**config.mk**
```make
export PLATFORM = sky130hd
export DESIGN_NAME = wb_regfile
export DESIGN_NICKNAME = d
export VERILOG_FILES = /design/src/rtl/rv_pkg.sv /design/src/rtl/regfile_2r1w.sv /design/src/rtl/wb_regfile.sv
export SDC_FILE = /design/constraint.sdc
export NUM_CORES = 2
export LEC_CHECK = 0
export CORE_MARGIN = 4
export CORE_UTILIZATION = 35
export DETAILED_ROUTE_END_ITERATION = 8
export PLACE_DENSITY = 0.53
export SLEW_MARGIN = 10
export SYNTH_ARGS = -nofsm -noshare
export SYNTH_HDL_FRONTEND = slang
export SYNTH_HIERARCHICAL = 1
export SYNTH_SLANG_ARGS = --single-unit
```
**constraint.sdc**
```tcl
create_clock -name clk -period 5.8 [get_ports clk]
set_input_delay 1.16 -clock clk [delete_from_list [all_inputs] [get_ports clk]]
set_output_delay 1.16 -clock clk [all_outputs]
set_load 0.1 [all_outputs]
```
**src/rtl/rv_pkg.sv**
```systemverilog
// Shared RV32 writeback definitions: source selects, load funct3 codes and the
// load-data extraction helper used by the writeback stage.
package rv_pkg;

  localparam int XLEN = 32;

  localparam logic [1:0] WB_SEL_ALU = 2'b00;
  localparam logic [1:0] WB_SEL_MEM = 2'b01;
  localparam logic [1:0] WB_SEL_PC4 = 2'b10;

  localparam logic [2:0] F3_LB  = 3'b000;
  localparam logic [2:0] F3_LH  = 3'b001;
  localparam logic [2:0] F3_LW  = 3'b010;
  localparam logic [2:0] F3_LBU = 3'b100;
  localparam logic [2:0] F3_LHU = 3'b101;

  // Unknown funct3 codes pass the raw word; they never reach here legally.
  function automatic logic [XLEN-1:0] load_extract(
    input logic [2:0]      funct3,
    input logic [1:0]      off,
    input logic [XLEN-1:0] word
  );
    logic [7:0]      w_byte;
    logic [15:0]     w_half;
    logic [XLEN-1:0] w_res;
    w_byte = 8'(word >> {off, 3'b000});
    w_half = off[1] ? word[31:16] : word[15:0];
    case (funct3)
      F3_LB:   w_res = {{24{w_byte[7]}}, w_byte};
      F3_LBU:  w_res = {24'd0, w_byte};
      F3_LH:   w_res = {{16{w_half[15]}}, w_half};
      F3_LHU:  w_res = {16'd0, w_half};
      F3_LW:   w_res = word;
      default: w_res = word;
    endcase
    return w_res;
  endfunction

endpackage

```
**src/rtl/regfile_2r1w.sv**
```systemverilog
// Architectural register storage: one synchronous write port, two
// combinational read ports with x0 masking and same-cycle write bypass.
module regfile_2r1w
  import rv_pkg::*;
#(
  parameter int DW    = 32,
  parameter int NREGS = 32
) (
  input  logic                     clk,
  input  logic                     rst_n,
  input  logic                     we,
  input  logic [$clog2(NREGS)-1:0] waddr,
  input  logic [DW-1:0]            wdata,
  input  logic [$clog2(NREGS)-1:0] raddr1,
  input  logic [$clog2(NREGS)-1:0] raddr2,
  output logic [DW-1:0]            rdata1,
  output logic [DW-1:0]            rdata2
);

  localparam int AW = $clog2(NREGS);

  logic [DW-1:0] r_regs [NREGS];

  // Storage update; reset wins over a coincident write.
  always_ff @(posedge clk) begin
    if (!rst_n) begin
      for (int i = 0; i < NREGS; i++) begin
        r_regs[i] <= '0;
      end
    end else if (we && (waddr != AW'(0))) begin
      r_regs[waddr] <= wdata;
    end else begin
      r_regs <= r_regs;
    end
  end

  // Read port 1: x0 reads zero, a matching write this cycle is forwarded.
  always_comb begin
    rdata1 = '0;
    if (raddr1 == AW'(0)) begin
      rdata1 = '0;
    end else if (we && (raddr1 == waddr)) begin
      rdata1 = wdata;
    end else begin
      rdata1 = r_regs[raddr1];
    end
  end

  // Read port 2: same rules as port 1.
  always_comb begin
    rdata2 = '0;
    if (raddr2 == AW'(0)) begin
      rdata2 = '0;
    end else if (we && (raddr2 == waddr)) begin
      rdata2 = wdata;
    end else begin
      rdata2 = r_regs[raddr2];
    end
  end

endmodule

```
**src/rtl/wb_regfile.sv**
```systemverilog
// Writeback stage: selects ALU / load / PC+4 result, commits it to the
// register file and counts retired instructions.
module wb_regfile
  import rv_pkg::*;
#(
  parameter int XLEN  = rv_pkg::XLEN,
  parameter int NREGS = 32,
  parameter int CNT_W = 64
) (
  input  logic             clk,
  input  logic             rst_n,
  input  logic             wb_valid,
  input  logic             wb_rdEn,
  input  logic [4:0]       wb_rd,
  input  logic [1:0]       wb_sel,
  input  logic [2:0]       wb_funct3,
  input  logic [1:0]       wb_addr_lo,
  input  logic [XLEN-1:0]  alu_out_p,
  input  logic [XLEN-1:0]  dmem_out_p,
  input  logic [XLEN-1:0]  pc4_p,
  input  logic [4:0]       rs1_addr,
  input  logic [4:0]       rs2_addr,
  output logic [XLEN-1:0]  rs1_data,
  output logic [XLEN-1:0]  rs2_data,
  output logic [XLEN-1:0]  wb_data,
  output logic             wb_we,
  output logic [CNT_W-1:0] instret
);

  logic [XLEN-1:0]  w_load;
  logic [CNT_W-1:0] r_instret;

  assign w_load = load_extract(wb_funct3, wb_addr_lo, dmem_out_p);

  // rst_n gates the strobe so a write coinciding with reset is not reported.
  assign wb_we = rst_n & wb_valid & wb_rdEn & (wb_rd != 5'd0);

  // Writeback source mux; code 11 aliases the ALU path.
  always_comb begin
    wb_data = alu_out_p;
    case (wb_sel)
      WB_SEL_ALU: wb_data = alu_out_p;
      WB_SEL_MEM: wb_data = w_load;
      WB_SEL_PC4: wb_data = pc4_p;
      default:    wb_data = alu_out_p;
    endcase
  end

  // Retired-instruction counter, wraps naturally at full width.
  always_ff @(posedge clk) begin
    if (!rst_n) begin
      r_instret <= '0;
    end else if (wb_valid) begin
      r_instret <= r_instret + CNT_W'(1);
    end else begin
      r_instret <= r_instret;
    end
  end

  assign instret = r_instret;

  regfile_2r1w #(
    .DW    (XLEN),
    .NREGS (NREGS)
  ) u_rf (
    .clk    (clk),
    .rst_n  (rst_n),
    .we     (wb_we),
    .waddr  (wb_rd),
    .wdata  (wb_data),
    .raddr1 (rs1_addr),
    .raddr2 (rs2_addr),
    .rdata1 (rs1_data),
    .rdata2 (rs2_data)
  );

endmodule

```
==> out/metrics.cfg <==
[pwr]
power_mw=18.39
netSwitchingFraction_pct=28.83
p_sw_mw=5.302
p_leak_nw=22.98
p_comb_share_pct=14.6
intPower_mw=13.09
p_per_area_nw_per_um2=262.8
clkPwrFrac_pct=44.6
p_seq_share_pct=40.8
vdd_drop_max_v=0.0003393

[setup_path]
crit_arrival_ns=4.29
critPathLaunch=wb_addr_lo[1]
start_kind=primary input
cp_max_fo=8
cp-end-kind=output port
worst_r2r_path_depth=5
timing.rr.end=instret[63]
required_ns=4.64
crit_type=in -> out
reg2reg_slack_ns=2.89
endpoint=rs1_data[11]
r2r_start=instret[5]

[logic_synthesis]
ys_seq_area_share_pct=36.83
ys_warn_count=6
syn_avg_cell_area_um2=8.924
ys.flop_type=dfxtp_1
async_flop_share_pct=0
syn_nets=6752
synth-edff-count=0
syn_area_um2=59140
synthesis.instances=6627
synthDistinctLibCells=74
synth-seq-cells=1088

[placed_design]
postPlaceCellArea_um2=65790
gp_congestion=0.9414
portBuffers=282
pre_cts_ws_ns=0.3976
dp_hpwl_um=170000

[timing]
timing.hold.ws_ns=0.4583
post-route-period-util_pct=93.95
final_hold_viol_count=0
tightest_slew_ns=1.094
rsz0062_at_grt=no
period_needed_ns=5.449
finalSetupViolCount=0
setup_ws_ns=0.3507
relSlewSlack_pct=27.05
fmax_mhz=183.5
fin_worst_skew_ns=0.01263
slew_viol_final=0

[clocking]
cts_tree=done
cts.clk_slew.worst_paths_ns=0.06
holdBufCountCts=0
cts_resized=0
clockBufferDepth=3
insertion_delay_ns=0.77
clkSinkCount=1088
clk_root_buffer_cell=clkbuf_16
cts_buffers=130
cts_max_level=4
postCtsSetupRepairBufs=0

[final_layout]
final_cell_mix=nand2_1, dfxtp_1, a21boi_0
drive_gt1_share_pct=17.94
design_area_um2=70000
synthToLayoutAreaGrowth_pct=18.37
final_common_cell=nand2_1
multi_input_area_um2=34740
nNetsFinal=6779
fill_cells=16276
regArea_um2=21780

[global_routing]
grt_pass1_wl_um=375900
antenna_found_initial=11
grt_pass1_vias=50568
grt_start_max_net_pins=120
grt_usage_pct=29.37
grt_overflow=0

[die]
io_pins=283
core_area_um2=167600
rows=150
start_util_pct=35.29
dieArea_um2=175600
die-height_um=419.1
die_x_um=419.1

[drt]
drc=0
drt-pass1-iter-count=6
wl_per_cell_um=29.69
final_antenna_net_count=0
avgViaCountPerCell=6.019
drt-total-wl_um=266100
drt_first_iter_violations=6728
vias=53941

[worst_hold_path]
min_path_type=reg -> reg

[status]
status=complete, no violations

[flow_run]
maxCapViolations=0

==> flip-flops by register name, summed over array words and instances (netlist names) <==
signal,count
u_rf/r_regs,1024
instret,64
==> area by class of cell <==
cell class / instances / share of cell area [%]
multi-input combinational: 4841 / 49.63
antenna: 6 / 0.02145
tap: 2204 / 3.939
timing repair buffer: 573 / 9.182
clock buffer: 190 / 5.459
inverter: 20 / 0.1072
clock inverter: 40 / 0.5416
sequential: 1088 / 31.12
==> per-stage QoR <==
step,std cells,util [%],TNS [ns]
after detailed placement,8726,39.25,0
after CTS,8956,41.76,0
final,8962,41.77,0
after floorplan,6627,-,-1.178
after global placement,8726,39.25,0
after global routing,8957,41.76,0
==> worst min path at each step <==
stage | from | endpoint | slack, ns | cells after the start
after global routing | u_rf/r_regs[1001] | u_rf/r_regs[1001] | 0.47 | 1
final | u_rf/r_regs[1001] | u_rf/r_regs[1001] | 0.46 | 1
after floorplan | u_rf/r_regs[1000] | u_rf/r_regs[1000] | 0.42 | 1
after global placement | u_rf/r_regs[1003] | u_rf/r_regs[1003] | 0.44 | 1
after CTS | u_rf/r_regs[1001] | u_rf/r_regs[1001] | 0.46 | 1
after detailed placement | u_rf/r_regs[1015] | u_rf/r_regs[1015] | 0.44 | 1
==> layer usage <==
metal	vias to the layer above	part of all wire, %	track usage (%)	wire length, um
met5	-	0.021	0	56
met4	8	6.7	16.94	17910
met3	674	9.1	5.532	24080
met2	2933	45	45.70	118500
met1	27041	40	38.17	105500
li1	23285	-	-	-
==> power groups by stage <==
stage | logic [mW] | registers (mW) | clock network (mW)
after floorplan | 1.51 | 7.67 | 0
after global placement | 2.65 | 7.66 | 0
after detailed placement | 2.65 | 7.66 | 0
after CTS | 2.65 | 7.50 | 8.31
after global routing | 2.74 | 7.50 | 8.59
final | 2.69 | 7.50 | 8.20
==> cell families after synthesis <==
logic type	Yosys count	synth area share, %
AO/OA/AOI/OAI	1554	19.05
AND/OR/NAND/NOR	2591	17.70
multiplexers	650	20.21
flip-flops	1088	36.83
buffers and inverters	698	5.516
adder cells (fa/ha/maj)	3	0.06348
XOR/XNOR	43	0.6368
==> cells in the mapped netlist (8+ instances only) <==
master	number	area (um^2)
nand3b_1	9	67.56
a221oi_1	42	367.9
mux2i_1	175	1752
a21oi_1	110	550.5
inv_1	18	67.56
dfxtp_1	1088	21780
nand4_1	27	168.9
and2_1	46	287.8
xor2_1	16	140.1
nor2b_1	17	106.4
mux2_2	44	495.5
mux4_2	431	9707
a221o_1	15	150.1
nor2_1	142	533.0
clkbuf_1	441	1655
a211oi_1	9	67.56
a21boi_0	634	4760
clkbuf_2	8	40.04
a31oi_1	10	62.56
o22a_1	20	175.2
buf_6	39	439.2
nand3_1	59	295.3
o21ai_0	78	390.4
buf_4	29	217.7
nor4_1	12	75.07
a22oi_1	75	563.0
xnor2_1	27	236.5
buf_2	150	750.7
nand2_1	2165	8127
a21boi_1	358	2688
nor3_1	16	80.08
o22ai_1	88	550.5
or3_1	26	162.7
and4_1	9	78.83
nand2b_1	20	125.1
o211ai_1	62	465.5
==> worst max-delay path: stages <==
cell             delay (ns)
clkdlybuf4s50_1        0.51
mux4_2                 0.53
nor2b_1                0.16
nor2b_1                0.22
o311a_1                0.36
a211o_1                0.48
a221o_1                0.60
buf_12                 0.25
Note: power is estimated with default switching activity, not from simulation.
